`config.mk`:
```
export PLATFORM = sky130hd
export DESIGN_NAME = conc32_packer_flat
export DESIGN_NICKNAME = d
export VERILOG_FILES = /design/src/rtl/conc_pkg.sv /design/src/rtl/conc32_packer_if.sv /design/src/rtl/conc_pipe_stage.sv /design/src/rtl/conc32_packer.sv /design/src/flat_wrapper.sv
export SDC_FILE = /design/constraint.sdc
export NUM_CORES = 1
export LEC_CHECK = 0
export CAP_MARGIN = 30
export CORE_AREA = 2 2 63 65
export DETAILED_ROUTE_END_ITERATION = 8
export DIE_AREA = 0 0 65 67
export DONT_BUFFER_PORTS = 1
export PLACE_DENSITY = 0.54
export SLEW_MARGIN = 25
export SYNTH_ARGS = -nofsm -noshare
export SYNTH_HDL_FRONTEND = slang
export SYNTH_SLANG_ARGS = --single-unit
```
`constraint.sdc`:
```
create_clock -name clk -period 2.6 [get_ports clk]
set_input_delay 0.26 -clock clk [delete_from_list [all_inputs] [get_ports clk]]
set_output_delay 0.26 -clock clk [all_outputs]
set_load 0.005 [all_outputs]
```
`src/rtl/conc_pkg.sv`:
```
// Shared types for the conc32 word packer.
// Packed word layout is {data, load}, load in bit 0.
package conc_pkg;

  localparam int DATA_W = 32;
  localparam int PACK_W = DATA_W + 1;

  typedef struct packed {
    logic [DATA_W-1:0] data;
    logic              load;
  } packed_word_t;

  function automatic packed_word_t pack_word(
    input logic [DATA_W-1:0] data,
    input logic              load
  );
    packed_word_t w;
    w.data = data;
    w.load = load;
    return w;
  endfunction

endpackage

```
`src/rtl/conc32_packer_if.sv`:
```
// Bus bundle between a producer and the conc32 packer.
// Master drives the word and flag, slave returns the packed result.
interface conc32_packer_if #(
  parameter int DATA_W = 32,
  parameter int CNT_W  = 16
);

  logic [DATA_W-1:0] data_in;
  logic              LOAD;
  logic              en;
  logic [DATA_W:0]   data_out;
  logic              parity_out;
  logic              out_valid;
  logic [CNT_W-1:0]  load_count;

  modport master (
    output data_in,
    output LOAD,
    output en,
    input  data_out,
    input  parity_out,
    input  out_valid,
    input  load_count
  );

  modport slave (
    input  data_in,
    input  LOAD,
    input  en,
    output data_out,
    output parity_out,
    output out_valid,
    output load_count
  );

endinterface

```
`src/rtl/conc_pipe_stage.sv`:
```
// One enabled, synchronously reset register of a packed word.
// A valid bit travels alongside the word.
module conc_pipe_stage
  import conc_pkg::*;
#(
  parameter type T = packed_word_t
) (
  input  logic clk,
  input  logic rst,
  input  logic i_en,
  input  T     i_word,
  input  logic i_valid,
  output T     o_word,
  output logic o_valid
);

  T     r_word;
  logic r_valid;

  // capture word and valid on enabled edges, clear on reset
  always_ff @(posedge clk) begin
    if (rst) begin
      r_word  <= '0;
      r_valid <= 1'b0;
    end else if (i_en) begin
      r_word  <= i_word;
      r_valid <= i_valid;
    end
  end

  assign o_word  = r_word;
  assign o_valid = r_valid;

endmodule

```
`src/rtl/conc32_packer.sv`:
```
// Packs {data_in, LOAD} into one bus word with optional pipeline,
// even parity, a valid flag and a saturating LOAD counter.
module conc32_packer #(
  parameter int DATA_W      = 32,
  parameter int PIPE_STAGES = 0,
  parameter int CNT_W       = 16
) (
  input logic             clk,
  input logic             rst,
  conc32_packer_if.slave  bus
);

  typedef struct packed {
    logic [DATA_W-1:0] data;
    logic              load;
  } word_t;

  localparam logic [CNT_W-1:0] CNT_ONE = 1;
  localparam logic [CNT_W-1:0] CNT_MAX = '1;

  word_t            w_in;
  word_t            w_out;
  logic             w_valid;
  logic [CNT_W-1:0] r_cnt;

  assign w_in.data = bus.data_in;
  assign w_in.load = bus.LOAD;

  if (PIPE_STAGES == 0) begin : g_comb
    assign w_out   = w_in;
    assign w_valid = 1'b1;
  end else begin : g_pipe
    word_t w_word [PIPE_STAGES+1];
    logic  w_vld  [PIPE_STAGES+1];

    assign w_word[0] = w_in;
    assign w_vld[0]  = 1'b1;

    for (genvar k = 0; k < PIPE_STAGES; k++) begin : g_stage
      conc_pipe_stage #(
        .T (word_t)
      ) u_stage (
        .clk     (clk),
        .rst     (rst),
        .i_en    (bus.en),
        .i_word  (w_word[k]),
        .i_valid (w_vld[k]),
        .o_word  (w_word[k+1]),
        .o_valid (w_vld[k+1])
      );
    end

    assign w_out   = w_word[PIPE_STAGES];
    assign w_valid = w_vld[PIPE_STAGES];
  end

  // count enabled LOAD cycles, holding at the top value
  always_ff @(posedge clk) begin
    if (rst) begin
      r_cnt <= '0;
    end else if (bus.en && bus.LOAD && (r_cnt != CNT_MAX)) begin
      r_cnt <= r_cnt + CNT_ONE;
    end
  end

  assign bus.data_out   = w_out;
  assign bus.parity_out = ^w_out;
  assign bus.out_valid  = w_valid;
  assign bus.load_count = r_cnt;

endmodule

```
`src/flat_wrapper.sv`:
```
// flat-port wrapper written by rule: the top's interface ports become plain ports
module conc32_packer_flat 
#(
  parameter int DATA_W      = 32,
  parameter int PIPE_STAGES = 0,
  parameter int CNT_W       = 16
)
  (clk, rst, bus_data_in, bus_LOAD, bus_en, bus_data_out, bus_parity_out, bus_out_valid, bus_load_count);
  conc32_packer_if #(.DATA_W(DATA_W), .CNT_W(CNT_W)) bus_i ();
  input logic clk;
  input logic rst;
  input wire logic [$bits(bus_i.data_in)-1:0] bus_data_in;
  input wire logic [$bits(bus_i.LOAD)-1:0] bus_LOAD;
  input wire logic [$bits(bus_i.en)-1:0] bus_en;
  output wire logic [$bits(bus_i.data_out)-1:0] bus_data_out;
  output wire logic [$bits(bus_i.parity_out)-1:0] bus_parity_out;
  output wire logic [$bits(bus_i.out_valid)-1:0] bus_out_valid;
  output wire logic [$bits(bus_i.load_count)-1:0] bus_load_count;
  assign bus_i.data_in = bus_data_in;
  assign bus_i.LOAD = bus_LOAD;
  assign bus_i.en = bus_en;
  assign bus_data_out = bus_i.data_out;
  assign bus_parity_out = bus_i.parity_out;
  assign bus_out_valid = bus_i.out_valid;
  assign bus_load_count = bus_i.load_count;
  conc32_packer #(.DATA_W(DATA_W), .PIPE_STAGES(PIPE_STAGES), .CNT_W(CNT_W)) u_core (.clk(clk), .rst(rst), .bus(bus_i));
endmodule
```
==> results.yml <==
global_route:
  grt_usage: 0.107
  grt_overflow: 0
  grt_pass1_vias: 812
  antenna_found_initial: 0
  grt_start_max_net_pins: 17
  grt_pass1_wl_um: 3530
placed_design:
  dp_hpwl_um: 1810
  place.gp.congestion: 0.773
  place_ws_ps: 855
  portBuffers: 0
final_layout:
  syn_to_final_growth_pct: -11.8
  diodes: 0
  final_nets: 166
  drive_above_1_share: 0.118
  fillerInstances: 380
  largest_reg_flops: 16
power:
  pwr-share-comb: 0.278
  leakagePower_uw: 0.000393
  ir_worst_vdd_mv: 0.221
  power_switching_uw: 150
  swShare: 0.249
  power.density_mw_per_mm2: 486
  p_int_uw: 452
  p_seq_frac: 0.415
  total_power_uw: 602
  power_frac_clock: 0.307
sta:
  hold_violations: 0
  maxSlewViolCount: 0
  post-route-period-util: 0.684
  min_period_ps: 1780
  rsz0062_at_grt: "false"
  setup_viol: 0
  fin_tns_setup_ps: 0
  fmax_mhz: 562
  fin_ws_ps: 821
  skew_ps: 4.27
critical_path:
  crit_type: "reg -> reg"
  cp-end-kind: "flop"
  path_max_fanout: 9
  cpMaxStageDelayCell: "or4_1"
  cp-start-kind: "flop"
  timing.reg2reg.worst_path_depth: 6
  path_cells: "ha_1 -> nand3_1 -> nor2_2 -> a21o_1 -> or4_1 -> a21oi_1"
  cp.required_ps: 2780
  slowest_delay_ps: 480
  path_buf_inv: 0
  crit_family: "simple AND/OR/NAND/NOR gates"
  cp_num_cells: 6
  crit_arrival_ps: 1960
detailed_routing:
  via_per_inst: 5.19
  drt-initial-drc-count: 29
  vias: 908
  dr.pass1.iters: 4
  post_drt_wl_per_cell_um: 13.0
  routed_wl_um: 2280
  drtAntennaViolNets: 0
  drc: 0
clocking:
  cts_root_buffer: "clkbuf_8"
  clock_sinks: 16
  cts_buffers: 3
  insertion_delay_ps: 250
  clk_pin_slew_ps: 60
  cts_max_path_buffers: 2
  cts-hold-fix-buffers: 0
  cts-resized-gates: 0
  h-tree-depth: 1
  cts_tree: "done"
  postCtsSetupRepairBufs: 0
floorplan:
  num_rows: 22
  die_w_um: 65
  initial_core_util: 0.390
  die_y_um: 67
  io_pins: 87
  core_region_area_sq_mm: 0.00361
  fp.dieArea_sq_mm: 0.00436
synth:
  postSynthCellCount: 161
  synth_top_area_share: 0.228
  yosysSeqAreaShare: 0.228
  synth_seq_cells: 16
  synthTopCellsByArea: "dfxtp_1 (23%), xnor2_1 (22%), buf_4 (18%)"
  yosysTopAreaCell: "dfxtp_1"
  synth_area_per_cell_sq_um: 8.74
  synth_cell_types: 36
  ys_warn_count: 0
  synthesis.area_sq_mm: 0.00141
  syn_nets: 198
run:
  max_cap_violations: 0
hold_path:
  min_path_cells: 1
  worstHoldPathType: "in -> reg"
outcome:
  outcome: "complete, no violations"
-- layout make-up --
class	instances	area, sq um	area share
Sequential cell	16	320	0.258
Clock buffer	3	41.3	0.0333
Inverter	2	7.51	0.00605
Tap cell	48	60.1	0.0484
Multi-Input combinational cell	106	811	0.654
-- Yosys cell counts (all sizes together) --
library cell   n
buf           36
xnor2         36
dfxtp         16
nor2          16
nand2          9
xor2           7
nand4          6
a211oi         5
nand3          5
a21oi          3
and3           3
inv            2
a2111oi        1
a21o           1
and2           1
and4           1
and4bb         1
clkbuf         1
conb           1
ha             1
mux2i          1
nor3           1
nor4           1
o21ai          1
o31ai          1
or2            1
or3            1
or4            1
xnor3          1
-- worst reg2reg max path: cells and delay by family (launching register included) --
family | cells | cell delay (ps)
fa+ha+maj | 1 | 260
simple gates | 3 | 730
flops | 1 | 360
compound gates | 2 | 370
-- routing by layer --
| layer | part of all wire | wire, um | up-vias | global-route usage |
|---|---|---|---|---|
| met5 | 0 | 0 | - | 0 |
| met2 | 0.48 | 1090 | 57 | 0.178 |
| met4 | 0.020 | 46 | 0 | 0.0771 |
| li1 | - | - | 431 | - |
| met3 | 0.10 | 230 | 5 | 0.0321 |
| met1 | 0.40 | 912 | 415 | 0.114 |
-- final timing paths --
kind                                                       startpoint  slack (ps)                                      to
worst min-delay path                                              rst          70  u_core.bus.load_count[13]$_SDFFE_PP0P_
worst max register to register  u_core.bus.load_count[0]$_SDFFE_PP0P_         820   u_core.bus.load_count[6]$_SDFFE_PP0P_
worst max-delay path            u_core.bus.load_count[0]$_SDFFE_PP0P_         820   u_core.bus.load_count[6]$_SDFFE_PP0P_
worst min register to register  u_core.bus.load_count[1]$_SDFFE_PP0P_         500   u_core.bus.load_count[1]$_SDFFE_PP0P_
-- power groups by stage --
stage          registers (uW)  logic (uW)  clock network (uW)
2_1_floorplan             255         201                   0
6_report                  250         168                 185
3_5_place_dp              256         170                   0
3_3_place_gp              255         170                   0
4_1_cts                   250         171                 195
5_1_grt                   250         184                 199
-- layout by cell type (no fill, tap or decap), types with 2 or more instances in the layout --
cell and count:
nand3_2 2, inv_1 2, nand4_1 5, xor2_1 7, and3_1 2, clkbuf_8 3
nor2_1 15, a211oi_1 5, dfxtp_1 16, xnor2_1 35, nand3_1 3, a21oi_1 3
nand2_1 9
-- through the flow --
stage | std cells | utilization | cell area, sq um | hold WS, ps
6_report | 175 | 0.344 | 1240 | 73.5
5_1_grt | 175 | 0.344 | 1240 | 68.8
4_1_cts | 175 | 0.344 | 1240 | 64.4
3_5_place_dp | 172 | 0.332 | 1200 | 335
3_3_place_gp | 172 | 0.332 | 1200 | 331
2_1_floorplan | 161 | - | 1410 | 476
-- cells by family (layout without fill, tap and decap cells) --
| kind of cell | after synthesis | count (layout) | share of synthesized area |
|---|---|---|---|
| mux | 1 | 1 | 0.00712 |
| fa+ha+maj | 1 | 1 | 0.00890 |
| compound gates | 12 | 12 | 0.0712 |
| flops | 16 | 16 | 0.228 |
| other cells | 1 | 1 | 0.00267 |
| simple gates | 47 | 47 | 0.198 |
| buf+inv | 39 | 5 | 0.196 |
| xor+xnor | 44 | 44 | 0.289 |
No activity file was read; power rests on OpenSTA's default activity.
